File: src/rtl/store_commit_buffer.sv
// ---------------------------------------------------------------------------
// store_commit_buffer
//
// Purpose:
//   Holds committed stores (up to two per cycle from Commit) and writes them
//   to the data-memory port one per cycle, oldest first, over a req/gnt
//   handshake. Also answers load address-hazard queries and supports a
//   full-drain request used by SYNC/cache operations.
//
// Ports:
//   i_clk, i_rst            clock, synchronous active-high reset
//   i_st_valid0/addr0/...   commit slot0 store (older of the pair)
//   i_st_valid1/addr1/...   commit slot1 store (younger of the pair)
//   o_sq_ready              at least two free entries
//   o_mem_req/addr/wdata/be head entry presented to memory
//   i_mem_gnt               memory accepts the head entry this cycle
//   i_q_addr, o_q_hit       load hazard query against pending entries
//   i_drain_req             level request to empty the buffer
//   o_drain_done            one-cycle pulse when the drain completes
//   o_empty                 no pending entries
//   o_overflow              sticky: a store arrived with no room for it
// ---------------------------------------------------------------------------
module store_commit_buffer #(
  parameter int DEPTH = 8,
  parameter int AW    = 32
) (
  input  logic          i_clk,
  input  logic          i_rst,
  input  logic          i_st_valid0,
  input  logic [AW-1:0] i_st_addr0,
  input  logic [31:0]   i_st_data0,
  input  logic [3:0]    i_st_be0,
  input  logic          i_st_valid1,
  input  logic [AW-1:0] i_st_addr1,
  input  logic [31:0]   i_st_data1,
  input  logic [3:0]    i_st_be1,
  output logic          o_sq_ready,
  output logic          o_mem_req,
  output logic [AW-1:0] o_mem_addr,
  output logic [31:0]   o_mem_wdata,
  output logic [3:0]    o_mem_be,
  input  logic          i_mem_gnt,
  input  logic [AW-1:0] i_q_addr,
  output logic          o_q_hit,
  input  logic          i_drain_req,
  output logic          o_drain_done,
  output logic          o_empty,
  output logic          o_overflow
);

  localparam int PW = $clog2(DEPTH);
  localparam int CW = PW + 1;

  typedef enum logic [1:0] {
    DRAIN_IDLE,
    DRAIN_ACTIVE,
    DRAIN_DONE
  } drainState_t;

  logic [AW-1:0] r_addrMem [DEPTH];
  logic [31:0]   r_dataMem [DEPTH];
  logic [3:0]    r_beMem   [DEPTH];

  logic [PW-1:0] r_headPtr;
  logic [PW-1:0] r_tailPtr;
  logic [CW-1:0] r_count;
  logic          r_overflow;
  drainState_t   r_drainState;
  logic          r_drainDone;

  logic [CW-1:0] w_free;
  logic          w_acc0;
  logic          w_acc1;
  logic          w_drop;
  logic [CW-1:0] w_nAcc;
  logic          w_deq;
  logic [PW-1:0] w_tailPlus1;
  logic          w_qHit;

  // Room is judged from the registered count only; an entry leaving this
  // cycle does not make space for an arrival in the same cycle. When only
  // one slot fits, slot0 wins because it is the older store.
  assign w_free      = CW'(DEPTH) - r_count;
  assign w_acc0      = i_st_valid0 && (w_free >= CW'(1));
  assign w_acc1      = i_st_valid1 &&
                       (i_st_valid0 ? (w_free >= CW'(2)) : (w_free >= CW'(1)));
  assign w_drop      = (i_st_valid0 && !w_acc0) || (i_st_valid1 && !w_acc1);
  assign w_nAcc      = CW'(w_acc0) + CW'(w_acc1);
  assign w_deq       = o_mem_req && i_mem_gnt;
  assign w_tailPlus1 = r_tailPtr + PW'(1);

  // Storage writes. The array is deliberately not reset: validity is
  // tracked purely by head pointer and count. A lone slot1 store goes
  // into the tail entry, just like a lone slot0 store.
  always_ff @(posedge i_clk) begin
    if (w_acc0) begin
      r_addrMem[r_tailPtr] <= i_st_addr0;
      r_dataMem[r_tailPtr] <= i_st_data0;
      r_beMem[r_tailPtr]   <= i_st_be0;
    end
    if (w_acc1) begin
      if (w_acc0) begin
        r_addrMem[w_tailPlus1] <= i_st_addr1;
        r_dataMem[w_tailPlus1] <= i_st_data1;
        r_beMem[w_tailPlus1]   <= i_st_be1;
      end else begin
        r_addrMem[r_tailPtr] <= i_st_addr1;
        r_dataMem[r_tailPtr] <= i_st_data1;
        r_beMem[r_tailPtr]   <= i_st_be1;
      end
    end
  end

  // Pointer, occupancy and sticky overflow bookkeeping. Enqueue and dequeue
  // in the same cycle combine into one count update.
  always_ff @(posedge i_clk) begin
    if (i_rst) begin
      r_headPtr  <= '0;
      r_tailPtr  <= '0;
      r_count    <= '0;
      r_overflow <= 1'b0;
    end else begin
      r_tailPtr <= r_tailPtr + PW'(w_nAcc);
      if (w_deq) begin
        r_headPtr <= r_headPtr + PW'(1);
      end
      r_count <= r_count + w_nAcc - CW'(w_deq);
      if (w_drop) begin
        r_overflow <= 1'b1;
      end
    end
  end

  // Drain sequencer: once requested it waits until the buffer is seen empty
  // (stores arriving meanwhile simply extend the wait), then spends exactly
  // one cycle in DONE, which is when drain_done is high.
  always_ff @(posedge i_clk) begin
    if (i_rst) begin
      r_drainState <= DRAIN_IDLE;
      r_drainDone  <= 1'b0;
    end else begin
      r_drainDone <= 1'b0;
      case (r_drainState)
        DRAIN_IDLE: begin
          if (i_drain_req) begin
            r_drainState <= DRAIN_ACTIVE;
          end
        end
        DRAIN_ACTIVE: begin
          if (r_count == '0) begin
            r_drainState <= DRAIN_DONE;
            r_drainDone  <= 1'b1;
          end
        end
        DRAIN_DONE: begin
          r_drainState <= i_drain_req ? DRAIN_ACTIVE : DRAIN_IDLE;
        end
        default: begin
          r_drainState <= DRAIN_IDLE;
        end
      endcase
    end
  end

  // Load hazard check over every pending entry, including the one currently
  // offered to memory. Only the word address is compared, and an entry with
  // no byte enables writes nothing so it can never conflict.
  always_comb begin
    w_qHit = 1'b0;
    for (int i = 0; i < DEPTH; i++) begin
      if (CW'(i) < r_count) begin
        if ((r_addrMem[r_headPtr + PW'(i)][AW-1:2] == i_q_addr[AW-1:2]) &&
            (r_beMem[r_headPtr + PW'(i)] != 4'b0000)) begin
          w_qHit = 1'b1;
        end
      end
    end
  end

  assign o_mem_req    = (r_count != '0);
  assign o_mem_addr   = o_mem_req ? {r_addrMem[r_headPtr][AW-1:2], 2'b00} : '0;
  assign o_mem_wdata  = o_mem_req ? r_dataMem[r_headPtr] : 32'h0;
  assign o_mem_be     = o_mem_req ? r_beMem[r_headPtr] : 4'h0;
  assign o_sq_ready   = (w_free >= CW'(2));
  assign o_empty      = (r_count == '0);
  assign o_overflow   = r_overflow;
  assign o_q_hit      = w_qHit;
  assign o_drain_done = r_drainDone;

endmodule

File: config.mk
export PLATFORM = sky130hd
export DESIGN_NAME = store_commit_buffer
export DESIGN_NICKNAME = d
export VERILOG_FILES = /design/src/rtl/store_commit_buffer.sv
export SDC_FILE = /design/constraint.sdc
export NUM_CORES = 2
export LEC_CHECK = 0
export ABC_AREA = 1
export CAP_MARGIN = 10
export CORE_UTILIZATION = 41
export DETAILED_ROUTE_END_ITERATION = 10
export GPL_TIMING_DRIVEN = 0
export MAX_ROUTING_LAYER = met4
export REMOVE_ABC_BUFFERS = 1
export SLEW_MARGIN = 20
export SYNTH_ARGS = -nofsm -noshare
export SYNTH_HDL_FRONTEND = slang
export SYNTH_SLANG_ARGS = --single-unit
File: constraint.sdc
create_clock -name i_clk -period 15.65 [get_ports i_clk]
set_input_delay 3.9125 -clock i_clk [delete_from_list [all_inputs] [get_ports i_clk]]
set_output_delay 3.9125 -clock i_clk [all_outputs]
set_load 0.05 [all_outputs]
==> out/metrics.json <==
{
  "timing.critical_path.cells": {"value": "clkdlybuf4s50_1, clkinv_1, nand3_1, nand2_1, nor2_1, nand2_1, nor2_1, nand2_1, nor2_1, nor2_1, nand3_1, clkdlybuf4s50_1"},
  "yosysTopAreaCell": {"value": "edfxtp_1"},
  "wire_per_inst": {"value": 23.69, "unit": "um"},
  "core": {"value": 97140, "unit": "um^2"},
  "number_of_pins_exceeding_their_max_slew_limit_in_the_final_report": {"value": 0},
  "drcViolationCount": {"value": 0},
  "syn_area_per_cell": {"value": 6.655, "unit": "um^2"},
  "timing_worst_setup_path_type": {"value": "input port to output port"},
  "worstHoldPathType": {"value": "flop to flop"},
  "die-height": {"value": 315.9, "unit": "um"},
  "die_w": {"value": 315.9, "unit": "um"},
  "synthCells": {"value": 6069},
  "async_reset_ff_share": {"value": 0, "unit": "%"},
  "grt_setup_unrepaired": {"value": "false"},
  "worst_setup_path_startpoint": {"value": "i_q_addr[27]"},
  "cts.hold.buffers_added": {"value": 0},
  "max-clock-path-buffers": {"value": 3},
  "dominantRegCellSynth": {"value": "edfxtp_1"},
  "worstReg2RegStart": {"value": "r_count[1]"},
  "worst_setup_path_end_kind": {"value": "output port"},
  "arrival_time_at_the_worst_endpoint": {"value": 7.36, "unit": "ns"},
  "final-hold-violation-count": {"value": 0},
  "grt_use_met1": {"value": 45.32, "unit": "%"},
  "cp.required": {"value": 11.74, "unit": "ns"},
  "floorplan.die_area": {"value": 99760, "unit": "um^2"},
  "syn_area": {"value": 40390, "unit": "um^2"},
  "first_global_vias": {"value": 38829},
  "synth.yosys.seq_area_share": {"value": 40.10, "unit": "%"},
  "hold-worst-slack": {"value": 0.4653, "unit": "ns"},
  "max_cap_violations": {"value": 0},
  "slew_margin_rel": {"value": 36.70, "unit": "%"},
  "cts-resized-gates": {"value": 0},
  "reg2reg_to": {"value": "r_dataMem[3][24]"},
  "vdd_drop_max": {"value": 0.1734, "unit": "mV"},
  "worst_setup_path_start_kind": {"value": "input port"},
  "ys_seq_elements": {"value": 545},
  "syn2layout_area_growth": {"value": 18.30, "unit": "%"},
  "pin_count_of_the_biggest_net_entering_global_routing": {"value": 136},
  "r2r.worst_path.cells": {"value": 18},
  "design_power_total": {"value": 0.01083, "unit": "W"},
  "synth_top_cells_by_area": {"value": "edfxtp_1, nand2_1, nand3_1"},
  "critical-path-max-stage-delay": {"value": 0.85, "unit": "ns"},
  "timing.critical_path.to": {"value": "o_q_hit"},
  "buffer_count_from_post_cts_setup_fixing": {"value": 0},
  "grt_pass1_wl": {"value": 254900, "unit": "um"},
  "number_of_h_tree_levels": {"value": 3},
  "routed_antenna_nets": {"value": 0},
  "ys.warnings.count": {"value": 0},
  "cts_buf_count": {"value": 68},
  "initial_standard_cell_utilization_of_the_core": {"value": 41.58, "unit": "%"},
  "grt.busiest_layer": {"value": "met2"},
  "finalWirelength": {"value": 175300, "unit": "um"},
  "nNetsFinal": {"value": 6263},
  "cts_num_sinks": {"value": 545},
  "rows": {"value": 114},
  "synth_top_area_share": {"value": 39.26, "unit": "%"},
  "first_pass_iters": {"value": 9},
  "n_fill_cell": {"value": 9563},
  "clock-skew-final": {"value": 0.02473, "unit": "ns"},
  "clkLatencyLatePin": {"value": 0.66, "unit": "ns"},
  "port-buffer-count": {"value": 239},
  "hpwl": {"value": 124500, "unit": "um"},
  "timing.fmax": {"value": 88.71, "unit": "MHz"},
  "final_layout_size_suffix_gt1_share": {"value": 3.906, "unit": "%"},
  "number_of_vias_in_the_routed_layout": {"value": 43282},
  "period_share": {"value": 72.03, "unit": "%"},
  "ys_types": {"value": 36},
  "finalWeightedCongestion": {"value": 1.028},
  "tightest_slew": {"value": 0.9495, "unit": "ns"},
  "clock_root_buffer_master": {"value": "clkbuf_16"},
  "global_route.overflow_total": {"value": 0},
  "cp_common_cell": {"value": "nor2_1"},
  "number_of_antenna_violations_at_the_first_check_in_global_routing": {"value": 4},
  "grt_usage": {"value": 35.57, "unit": "%"},
  "critical-path-slowest-cell": {"value": "clkdlybuf4s50_1"},
  "reg2reg_slack": {"value": 10.79, "unit": "ns"},
  "power_density": {"value": 226.7, "unit": "nW/um^2"},
  "num_io_pins": {"value": 248},
  "global_route.usage.met3": {"value": 5.378, "unit": "%"},
  "cts_tree": {"value": "yes"},
  "path_clk_slew": {"value": 0.05, "unit": "ns"},
  "worstPathMaxFanout": {"value": 8},
  "post_drt_via_cell_ratio": {"value": 5.849},
  "grtUsageMet2": {"value": 55.18, "unit": "%"},
  "dr.first_iter.drc_count": {"value": 5250},
  "outcome": {"value": "finished, final reports clean"},
  "synth_edf_count": {"value": 528},
  "final_setup_fails": {"value": 0},
  "final.min_clock_period": {"value": 11.27, "unit": "ns"},
  "cellLeakagePower": {"value": 21.01, "unit": "nW"}
}
[critical path, delay by kind of cell]
family	cells	cell delay, ns
buffers and inverters	3	1.91
AND/OR/NAND/NOR	9	1.54
[Yosys cell counts (3+ instances only)]
library cell / count
a21oi_1: 98
a31oi_1: 32
buf_1: 42
buf_2: 140
buf_4: 5
clkbuf_1: 227
clkinv_1: 12
dfxtp_1: 17
edfxtp_1: 528
ha_1: 18
inv_1: 217
inv_2: 7
nand2_1: 2098
nand3_1: 1004
nand3b_1: 4
nand4_1: 34
nor2_1: 631
nor3_1: 9
o211ai_1: 57
o21ai_0: 813
o21ai_1: 5
o22ai_1: 32
or2_2: 3
xor2_1: 22
[routing by layer]
metal	vias to the layer above	wire length, um
li1	20501	-
met5	-	0
met1	20017	70750
met4	0	9454
met2	2306	78880
met3	458	16190
[how the worst min path moves through the flow]
stage | slack, ns | from | cells past startpoint | end
final | 0.47 | o_overflow | 2 | o_overflow
after global routing | 0.50 | o_overflow | 2 | o_overflow
after CTS | 0.47 | o_overflow | 2 | o_overflow
after detailed placement | 0.45 | o_overflow | 2 | o_overflow
after global placement | 0.45 | o_overflow | 2 | o_overflow
after floorplan | 0.47 | r_drainState[0] | 3 | r_drainState[0]
[power breakdown]
part,switching [W],internal (W),total [W],leakage [nW]
Clock,0.000686,0.000912,0.00160,1.05
Sequential,0.000243,0.00217,0.00241,4.95
Combinational,0.00473,0.00209,0.00682,15.0
Total,0.00566,0.00517,0.0108,21.0
[placed cells by master (no fill, tap or decap), drive strengths merged, types with 34 or more instances in the layout]
cell type | synthesis | routed
nand2 | 2098 | 2098
nand3 | 1004 | 1004
o21ai | 818 | 818
nor2 | 633 | 633
edfxtp | 528 | 528
clkdlybuf4s50 | 0 | 239
inv | 224 | 230
buf | 187 | 104
a21oi | 98 | 98
clkbuf | 227 | 84
o211ai | 57 | 57
nand4 | 34 | 34
clkinv | 12 | 34
[flip-flops by register name, indices dropped and copies added, names as in the netlist, named ones only]
name          cells
o_drain_done      1
o_overflow        1
r_addrMem       240
r_beMem          32
r_count           4
r_dataMem       256
r_drainState      2
r_headPtr         3
r_tailPtr         3
[logic make-up (layout without fill, tap and decap cells)]
logic type	after synthesis	in the layout	share of synthesized area, %
AO/OA/AOI/OAI	1041	1041	13.48
XOR/XNOR	26	26	0.6010
adder cells (fa/ha/maj)	20	20	0.6568
buffers and inverters	650	699	6.521
flip-flops	545	545	40.10
multiplexers	1	1	0.02479
other	1	7	0.009285
AND/OR/NAND/NOR	3785	3785	38.61
[per-stage QoR]
step           area, um^2  setup slack [ns]  instances  setup TNS (ns)  util (%)
6_report            47780             4.377       7400               0     49.19
3_5_place_dp        45600             4.423       7275               0     46.94
5_1_grt             47770             4.236       7399               0     49.18
2_1_floorplan       38640            -2.898       5656          -2.898         -
4_1_cts             47760             4.420       7395               0     49.17
3_3_place_gp        42630            -15.52       7171        -7797.12     43.89
[cell type report]
class	count	area (um^2)	area share, %
Antenna cell	5	12.51	0.02619
Clock inverter	36	396.6	0.8302
Inverter	236	924.6	1.935
Timing Repair Buffer	343	5057	10.59
Tap cell	1276	1597	3.342
Clock buffer	84	1772	3.708
Sequential cell	545	16210	33.94
Multi-Input combinational cell	4875	21800	45.64
Power figures use the tool's default switching activity.
